File: config.mk
export PLATFORM = sky130hd
export DESIGN_NAME = fmul32
export DESIGN_NICKNAME = d
export VERILOG_FILES = /design/src/rtl/fmul32.sv
export SDC_FILE = /design/constraint.sdc
export NUM_CORES = 2
export LEC_CHECK = 0
export CAP_MARGIN = 20
export CORE_ASPECT_RATIO = 0.75
export CORE_MARGIN = 5
export CORE_UTILIZATION = 53
export DETAILED_ROUTE_END_ITERATION = 12
export GPL_TIMING_DRIVEN = 0
export PLACE_DENSITY = 0.74
export RECOVER_POWER = 50
export SKIP_LAST_GASP = 1
export SLEW_MARGIN = 20
export SYNTH_ARGS = -nofsm -noshare
export SYNTH_HDL_FRONTEND = slang
export SYNTH_SLANG_ARGS = --single-unit
File: constraint.sdc
create_clock -name clk -period 12.9 [get_ports clk]
set_input_delay 3.225 -clock clk [delete_from_list [all_inputs] [get_ports clk]]
set_output_delay 3.225 -clock clk [all_outputs]
set_load 0.1 [all_outputs]
File: src/rtl/fmul32.sv
// Two-stage pipelined binary32 multiplier: FMUL / FNMUL / FMULABS with four
// rounding modes, flush-to-zero subnormals and a single canonical quiet NaN.
module fmul32 #(
    parameter int DATA_W        = 32,
    parameter int OPERATION_NUM = 4
) (
    input  logic                             clk,
    input  logic                             rst,
    input  logic [DATA_W-1:0]                op1,
    input  logic [DATA_W-1:0]                op2,
    input  logic [$clog2(OPERATION_NUM)-1:0] opc,
    input  logic [1:0]                       r_mode,
    output logic [DATA_W-1:0]                result,
    output logic                             val
);

    localparam logic [31:0] QNAN = 32'h7FC0_0000;

    typedef enum logic [1:0] {
        OP_FMUL    = 2'b00,
        OP_FNMUL   = 2'b01,
        OP_FMULABS = 2'b10,
        OP_RSVD    = 2'b11
    } opcode_t;

    typedef enum logic [1:0] {
        RM_RNE = 2'b00,
        RM_RTZ = 2'b01,
        RM_RUP = 2'b10,
        RM_RDN = 2'b11
    } rmode_t;

    logic [DATA_W-1:0]                op1_q, op2_q;
    logic [$clog2(OPERATION_NUM)-1:0] opc_q;
    logic [1:0]                       rmode_q;
    logic                             issue_q;
    logic [DATA_W-1:0]                result_q, result_d;
    logic                             val_q, val_d;

    logic        signA, signB, sign;
    logic [7:0]  expA, expB;
    logic [22:0] fracA, fracB;
    logic        nanA, nanB, infA, infB, zeroA, zeroB;
    logic [47:0] product;
    logic [22:0] mant;
    logic        guard, sticky, inexact, normInc, roundUp, carry;
    logic [23:0] rounded;
    logic [9:0]  expSum;
    logic [7:0]  expOut;
    logic [31:0] overflowRes;

    // Stage 1: capture operands and control; every non-reset cycle is an issue.
    always_ff @(posedge clk) begin
        if (rst) begin
            op1_q   <= '0;
            op2_q   <= '0;
            opc_q   <= '0;
            rmode_q <= '0;
            issue_q <= 1'b0;
        end else begin
            op1_q   <= op1;
            op2_q   <= op2;
            opc_q   <= opc;
            rmode_q <= r_mode;
            issue_q <= 1'b1;
        end
    end

    always_comb begin
        signA = op1_q[31];
        signB = op2_q[31];
        expA  = op1_q[30:23];
        expB  = op2_q[30:23];
        fracA = op1_q[22:0];
        fracB = op2_q[22:0];

        nanA  = (expA == 8'hFF) && (fracA != 23'd0);
        nanB  = (expB == 8'hFF) && (fracB != 23'd0);
        infA  = (expA == 8'hFF) && (fracA == 23'd0);
        infB  = (expB == 8'hFF) && (fracB == 23'd0);
        zeroA = (expA == 8'h00);
        zeroB = (expB == 8'h00);

        case (opcode_t'(opc_q))
            OP_FNMUL:   sign = ~(signA ^ signB);
            OP_FMULABS: sign = 1'b0;
            default:    sign = signA ^ signB;
        endcase

        product = 48'({1'b1, fracA}) * 48'({1'b1, fracB});

        if (product[47]) begin
            normInc = 1'b1;
            mant    = product[46:24];
            guard   = product[23];
            sticky  = |product[22:0];
        end else begin
            normInc = 1'b0;
            mant    = product[45:23];
            guard   = product[22];
            sticky  = |product[21:0];
        end
        inexact = guard | sticky;

        case (rmode_t'(rmode_q))
            RM_RNE:  roundUp = guard & (sticky | mant[0]);
            RM_RTZ:  roundUp = 1'b0;
            RM_RUP:  roundUp = ~sign & inexact;
            default: roundUp = sign & inexact;
        endcase

        // A carry out leaves the fraction all-zero, so no explicit shift is needed.
        rounded = {1'b0, mant} + 24'(roundUp);
        carry   = rounded[23];

        // expSum holds the biased result exponent offset by +127, keeping it unsigned.
        expSum = 10'(expA) + 10'(expB) + 10'(normInc) + 10'(carry);
        expOut = 8'(expSum - 10'd127);

        case (rmode_t'(rmode_q))
            RM_RNE:  overflowRes = {sign, 8'hFF, 23'd0};
            RM_RTZ:  overflowRes = {sign, 8'hFE, 23'h7FFFFF};
            RM_RUP:  overflowRes = sign ? {1'b1, 8'hFE, 23'h7FFFFF} : {1'b0, 8'hFF, 23'd0};
            default: overflowRes = sign ? {1'b1, 8'hFF, 23'd0} : {1'b0, 8'hFE, 23'h7FFFFF};
        endcase

        result_d = '0;
        val_d    = 1'b0;
        if (issue_q && (opcode_t'(opc_q) != OP_RSVD)) begin
            val_d = 1'b1;
            if (nanA || nanB)
                result_d = QNAN;
            else if ((infA && zeroB) || (infB && zeroA))
                result_d = QNAN;
            else if (infA || infB)
                result_d = {sign, 8'hFF, 23'd0};
            else if (zeroA || zeroB)
                result_d = {sign, 31'd0};
            else if (expSum >= 10'd382)
                result_d = overflowRes;
            else if (expSum <= 10'd127)
                result_d = {sign, 31'd0};
            else
                result_d = {sign, expOut, rounded[22:0]};
        end
    end

    // Stage 2: registered result and its qualifier.
    always_ff @(posedge clk) begin
        if (rst) begin
            result_q <= '0;
            val_q    <= 1'b0;
        end else begin
            result_q <= result_d;
            val_q    <= val_d;
        end
    end

    assign result = result_q;
    assign val    = val_q;

endmodule

* After elaboration in Yosys (flattened, before gate mapping)
Index checks and enable logic that the tools add are counted.
** Word-level totals
- Register bits after elaboration :: 102
- Latch bits :: 0
- Bits in writable memories :: 0
- Memory bits (read-only) :: 0
- Input bits :: 70
- Output and inout bits :: 33
- Logic and storage cells :: 73
- Memories kept :: 0
** Cells by class
- Add/subtract/negate cells :: 5
- $mul :: 1
- Divide/modulo/power cells :: 0
- Order comparisons :: 2
- Eq/ne operators :: 7
- Shift operators :: 0
- Muxes and demuxes :: 17
- Bitwise logic cells :: 9
- Reduce and logical (&&, ||, !) cells :: 23
** Operators with widths (number)
- $mux W32 :: 5
- $pmux W32 S3 :: 1
- $mux W31 :: 3
- $mul A24 B24 Y48 :: 1
- $logic_not A23 Y1 :: 2
- $reduce_bool A23 Y1 :: 2
- $add A23 B1 Y24 :: 1
- $mux W23 :: 1
- $reduce_or A23 Y1 :: 1
- $reduce_or A22 Y1 :: 1
- $eq A8 B8 Y1 const B :: 2
- $logic_not A8 Y1 :: 2
- $add A10 B1 Y10 :: 1
- $add A9 B1 Y10 :: 1
- $ge A10 B9 Y1 const B :: 1
- $le A10 B7 Y1 const B :: 1
- $add A8 B8 Y9 :: 1
- $sub A8 B7 Y8 const B :: 1
- $logic_and A1 B1 Y1 :: 7
- $reduce_or A6 Y1 :: 1
- $mux W1 :: 5
- $eq A2 B1 Y1 const B :: 2
- $eq A2 B2 Y1 const B :: 2
- $logic_or A1 B1 Y1 :: 4
- other kinds (10) :: 15

* Depth between registers and ports, before layout
- Depth in word-level cells :: 15
- Gate-level depth with buffers :: 54
- Mapped depth without buffers :: 48

* Least setup slack after synthesis
No wires, ideal clock.
- Kind :: register to register
- From :: register op1_q[13]
- To :: register result_q[16], in the netlist result[16]
- Library setup time :: 0.106 ns
- Arrival :: 12.750 ns
- Required time :: 12.794 ns
- Setup slack :: 0.044 ns
- Cell stages (with the launch flop) :: 53
- Path buffers :: 5
- Period minus slack after synthesis :: 12.856 ns
- Cell sequence :: dfxtp_1 clkbuf_1 nand2_1 fa_1 inv_1 fa_1 inv_1 fa_1 inv_1 fa_1 inv_1 fa_1 inv_1 fa_1 inv_1 fa_1 inv_1 ha_1 (+17 left out) buf_6 or4_4 nor3b_2 fa_1 ha_1 fa_1 a21o_1 a21oi_1 o21bai_1 a21oi_1 xor2_1 o32ai_1 a21oi_1 clkbuf_1 nor3b_1 and3_1 mux2i_1 o311ai_0
** On the way
- Word-level cells in the longest chain between the ends :: 11
- Elaborated cells between the ends (all ways) :: 29
- Classes of those cells :: add/sub (3); mul (1); order compare (2); mux (7); bitwise (5); reduce/logical (11)
** Ends and longest elaborated chain
- from (decl) :: RTL line 33 : logic [DATA_W-1:0] op1_q, op2_q;
- from (signal assigned) :: RTL line 61 : op1_q <= op1;
- $mul A24 B24 Y48 :: RTL line 90 : product = 48'({1'b1, fracA}) * 48'({1'b1, fracB});
- $reduce_or A23 Y1 or $reduce_or A22 Y1 (tied branches) :: RTL line 96, 101
- $mux W1 :: RTL line 92 : if (product[47]) begin
- $or A1 B1 Y1 (on tied branches) :: RTL line 103, 106
- $and A1 B1 Y1 (on tied branches) :: RTL line 109, 106, 108
- $pmux W1 S3 :: RTL line 105 : case (rmode_t'(rmode_q))
- $add A23 B1 Y24 :: RTL line 113 : rounded = {1'b0, mant} + 24'(roundUp);
- $add A10 B1 Y10 :: RTL line 117 : expSum = 10'(expA) + 10'(expB) + 10'(normInc) + 10'(carry);
- $le A10 B7 Y1 :: RTL line 141 : else if (expSum <= 10'd127)
- $mux W31 :: RTL line 141
- $mux W32 :: RTL line 139 : else if (expSum >= 10'd382)
- to (signal assigned) :: RTL line 154 : result_q <= result_d;
- to (decl) :: RTL line 37 : logic [DATA_W-1:0] result_q, result_d;
Several ways; a longest one is shown, not always the timed one.
A chain may end at the register's enable or synchronous reset.

* Worst setup path after layout
- From :: register op1_q[2]
- To :: register result_q[17], in the netlist result[17]
The elaborated chain is that of the path after synthesis.

==> impl_metrics.py <==
metrics = {
    "detailed_routing": {
        "drt_first_pass_iters": 8,
        "drtAntennaViolNets": 0,
        "post-route-drc-count": 0,
        "wl_um": 86940,
        "wl_per_cell_um": 23.88,
        "drtIter0Drc": 2430,
        "via_per_inst": 5.788,
        "dr_total_vias": 21070,
    },
    "setup_path": {
        "cp_slowest_cell": "fa_2",
        "end_kind": "flip-flop",
        "critical-path-max-stage-delay_ns": 0.60,
        "crit_top_cell": "fa_1",
        "cp_max_fo": 10,
        "setup.worst_path.class": "flip-flop to flip-flop",
        "critical_path_arrival_ns": 13.18,
        "start_kind": "flip-flop",
        "required_ns": 13.19,
    },
    "layout": {
        "layout-drive-gt1-share": 0.1393,
        "syn_to_final_growth_pct": 18.54,
        "final_cell_mix": "580 x inv_1, 461 x fa_1, 356 x nand2_1, 227 x and2_1, 180 x ha_1",
        "layout.cells.non_filler": 3640,
        "mostFrequentLayoutCell": "inv_1",
        "fin_util": 0.6312,
        "fin_nets": 3789,
    },
    "clock_network": {
        "cts_root_buf": "clkbuf_16",
        "clkLatencyLatePin_ns": 0.41,
        "cts.reportedPaths.clkPinSlew_ns": 0.08,
        "cts_made_buffers": 9,
        "cts_buffer_depth": 2,
        "ctsHtreeMaxLevel": 3,
        "cts.sinks": 102,
        "cts_tree": "yes",
    },
    "global_routing": {
        "grt_pass1_wl_um": 131900,
        "antenna_found_initial": 5,
        "grt_overflow": 0,
        "grt_start_max_net_pins": 20,
        "track_usage": 0.3446,
        "grt_pass1_vias": 21540,
    },
    "die": {
        "start_util": 0.5325,
        "die_x_um": 257.6,
        "ios": 103,
        "dieHeight_um": 195.7,
        "dieArea_mm2": 0.05042,
        "num_rows": 68,
        "core_area_mm2": 0.04577,
    },
    "yosys": {
        "syn_nets": 3574,
        "async_reset_ff_frac": 0,
        "syn_area_per_cell_um2": 8.634,
        "yosysTopAreaCell": "fa_1",
        "syn_area_mm2": 0.02437,
        "yosysWarningCount": 0,
        "synth_edf_count": 0,
        "synth_cells": 2823,
        "ys_types": 85,
        "synth_area_leaders": "fa_1 40%, ha_1 10%, inv_1 9.2%, dfxtp_1 8.4%, and2_1 5.9%",
        "ys_ff_latch": 102,
        "seq_area_frac_synth": 0.08377,
        "yosys.area.top_type_share": 0.3975,
        "synth_top_flop_cell": "dfxtp_1",
    },
    "sta": {
        "finalSetupTns_ns": 0,
        "finalCritPeriodShare": 0.9995,
        "period_needed_ns": 12.89,
        "relSlewSlack": 0.1283,
        "finalClockSkew_ns": 0.02100,
        "setup_viol": 0,
        "slew_viol_final": 0,
        "grt_setup_unrepaired": "yes",
        "hold_violations": 0,
        "max_freq_ghz": 0.07756,
        "max_slew.worst_pin.slew_ns": 1.308,
    },
    "outcome": {
        "status": "finished, final reports clean",
    },
    "placement": {
        "placed_cells": 3520,
        "dp.final_hpwl_um": 70570,
        "numPortBuffers": 102,
        "place.gp.congestion": 1.021,
    },
    "power_and_ir_drop": {
        "ir_worst_vdd_v": 0.0004055,
        "power.leakage_nw": 13.73,
        "power_density_mw_per_mm2": 182.2,
    },
    "min_path": {
        "hp-class": "flip-flop to flip-flop",
    },
    "run": {
        "drv_cap": 0,
    },
}
## where the power goes
group          internal [W]  switching, W  leakage, nW  total (W)
sequential         0.000344     0.0000341        0.866   0.000379
clock              0.000136      0.000160        0.145   0.000296
combinational       0.00170       0.00288         12.7    0.00459
total               0.00218       0.00308         13.7    0.00526
## cells in the mapped netlist, types with 13 or more instances
library cell	number
o21a_1	13
fa_1	484
xnor2_1	40
nor2b_1	72
nand3_1	28
a21oi_1	84
a21o_1	27
and2_1	229
o21ai_0	52
nand4_1	27
nor2_1	96
xor2_1	19
nor4_1	21
ha_1	197
nor3_1	30
inv_1	596
dfxtp_1	102
clkbuf_1	118
nand2_1	361
## layout make-up
cell class / count / area [µm²]
Clock inverter: 7 / 67.56
Clock buffer: 9 / 225.2
Timing Repair Buffer: 213 / 1948
Fill cell: 3806 / 16880
Buffer: 124 / 1259
Antenna cell: 2 / 5.005
Sequential cell: 102 / 2185
Inverter: 601 / 2290
Multi-Input combinational cell: 1987 / 20170
Tap cell: 595 / 744.5
## path summary, 6_finish.rpt
check | startpoint | endpoint | slack (ns) | depth (start not counted)
worst max register to register | op1_q[2]$_SDFF_PP0_ | result[17]$_SDFF_PP0_ | 0.007 | 49
worst max-delay path | op1_q[2]$_SDFF_PP0_ | result[17]$_SDFF_PP0_ | 0.007 | 49
worst min register to register | issue_q$_DFF_P_ | result[23]$_SDFF_PP0_ | 0.70 | 2
worst min-delay path | issue_q$_DFF_P_ | result[23]$_SDFF_PP0_ | 0.70 | 2
## state kept, by name (all words and copies together), names as in the netlist
name	cells
opc_q	2
val	1
issue_q	1
result	32
op1_q	32
rmode_q	2
op2_q	32
## kinds of logic (layout without fill, tap and decap cells)
family,count (synthesis),in the layout,share of synthesized area
flops,102,102,0.08377
other cells,0,2,0
simple gates,933,933,0.1928
compound gates,299,299,0.08311
fa+ha+maj,681,681,0.4986
buf+inv,734,954,0.1140
mux,14,14,0.005852
xor+xnor,60,60,0.02187
## metrics by stage
step / area, µm² / setup slack, ns / total power, W / hold slack (ns)
after floorplan: 24370 / 0.04445 / 0.003132 / 0.6083
after global placement: 26140 / -3.329 / 0.004277 / 0.6682
after detailed placement: 26140 / -3.428 / 0.004307 / 0.6805
after CTS: 27860 / 0.002087 / 0.004837 / 0.6953
after global routing: 28890 / -0.2905 / 0.005706 / 0.7698
final: 28890 / 0.006946 / 0.005263 / 0.6997
## repair_timing
action                     in CTS  in global routing
setup endpoints to repair      31                 31
buffers inserted               46                 64
gates resized for setup       362                195
hold buffers                    0                  0
cloned                          0                  2
pin swaps                      28                 72
## worst max-delay path: cells and delay by family, from the launching register on
kind | cells | cell delay (ns)
fa+ha+maj | 12 | 5.09
compound gates | 14 | 2.88
simple gates | 12 | 2.56
buf+inv | 9 | 1.28
flops | 1 | 0.50
xor+xnor | 1 | 0.32
mux | 1 | 0.11
## per-layer routing
layer	global-route usage	part of all wire
met5	0	0.00030
met4	0.08796	0.034
met3	0.1302	0.15
met2	0.4844	0.40
met1	0.5048	0.42
(Power assumes the default switching activity.)
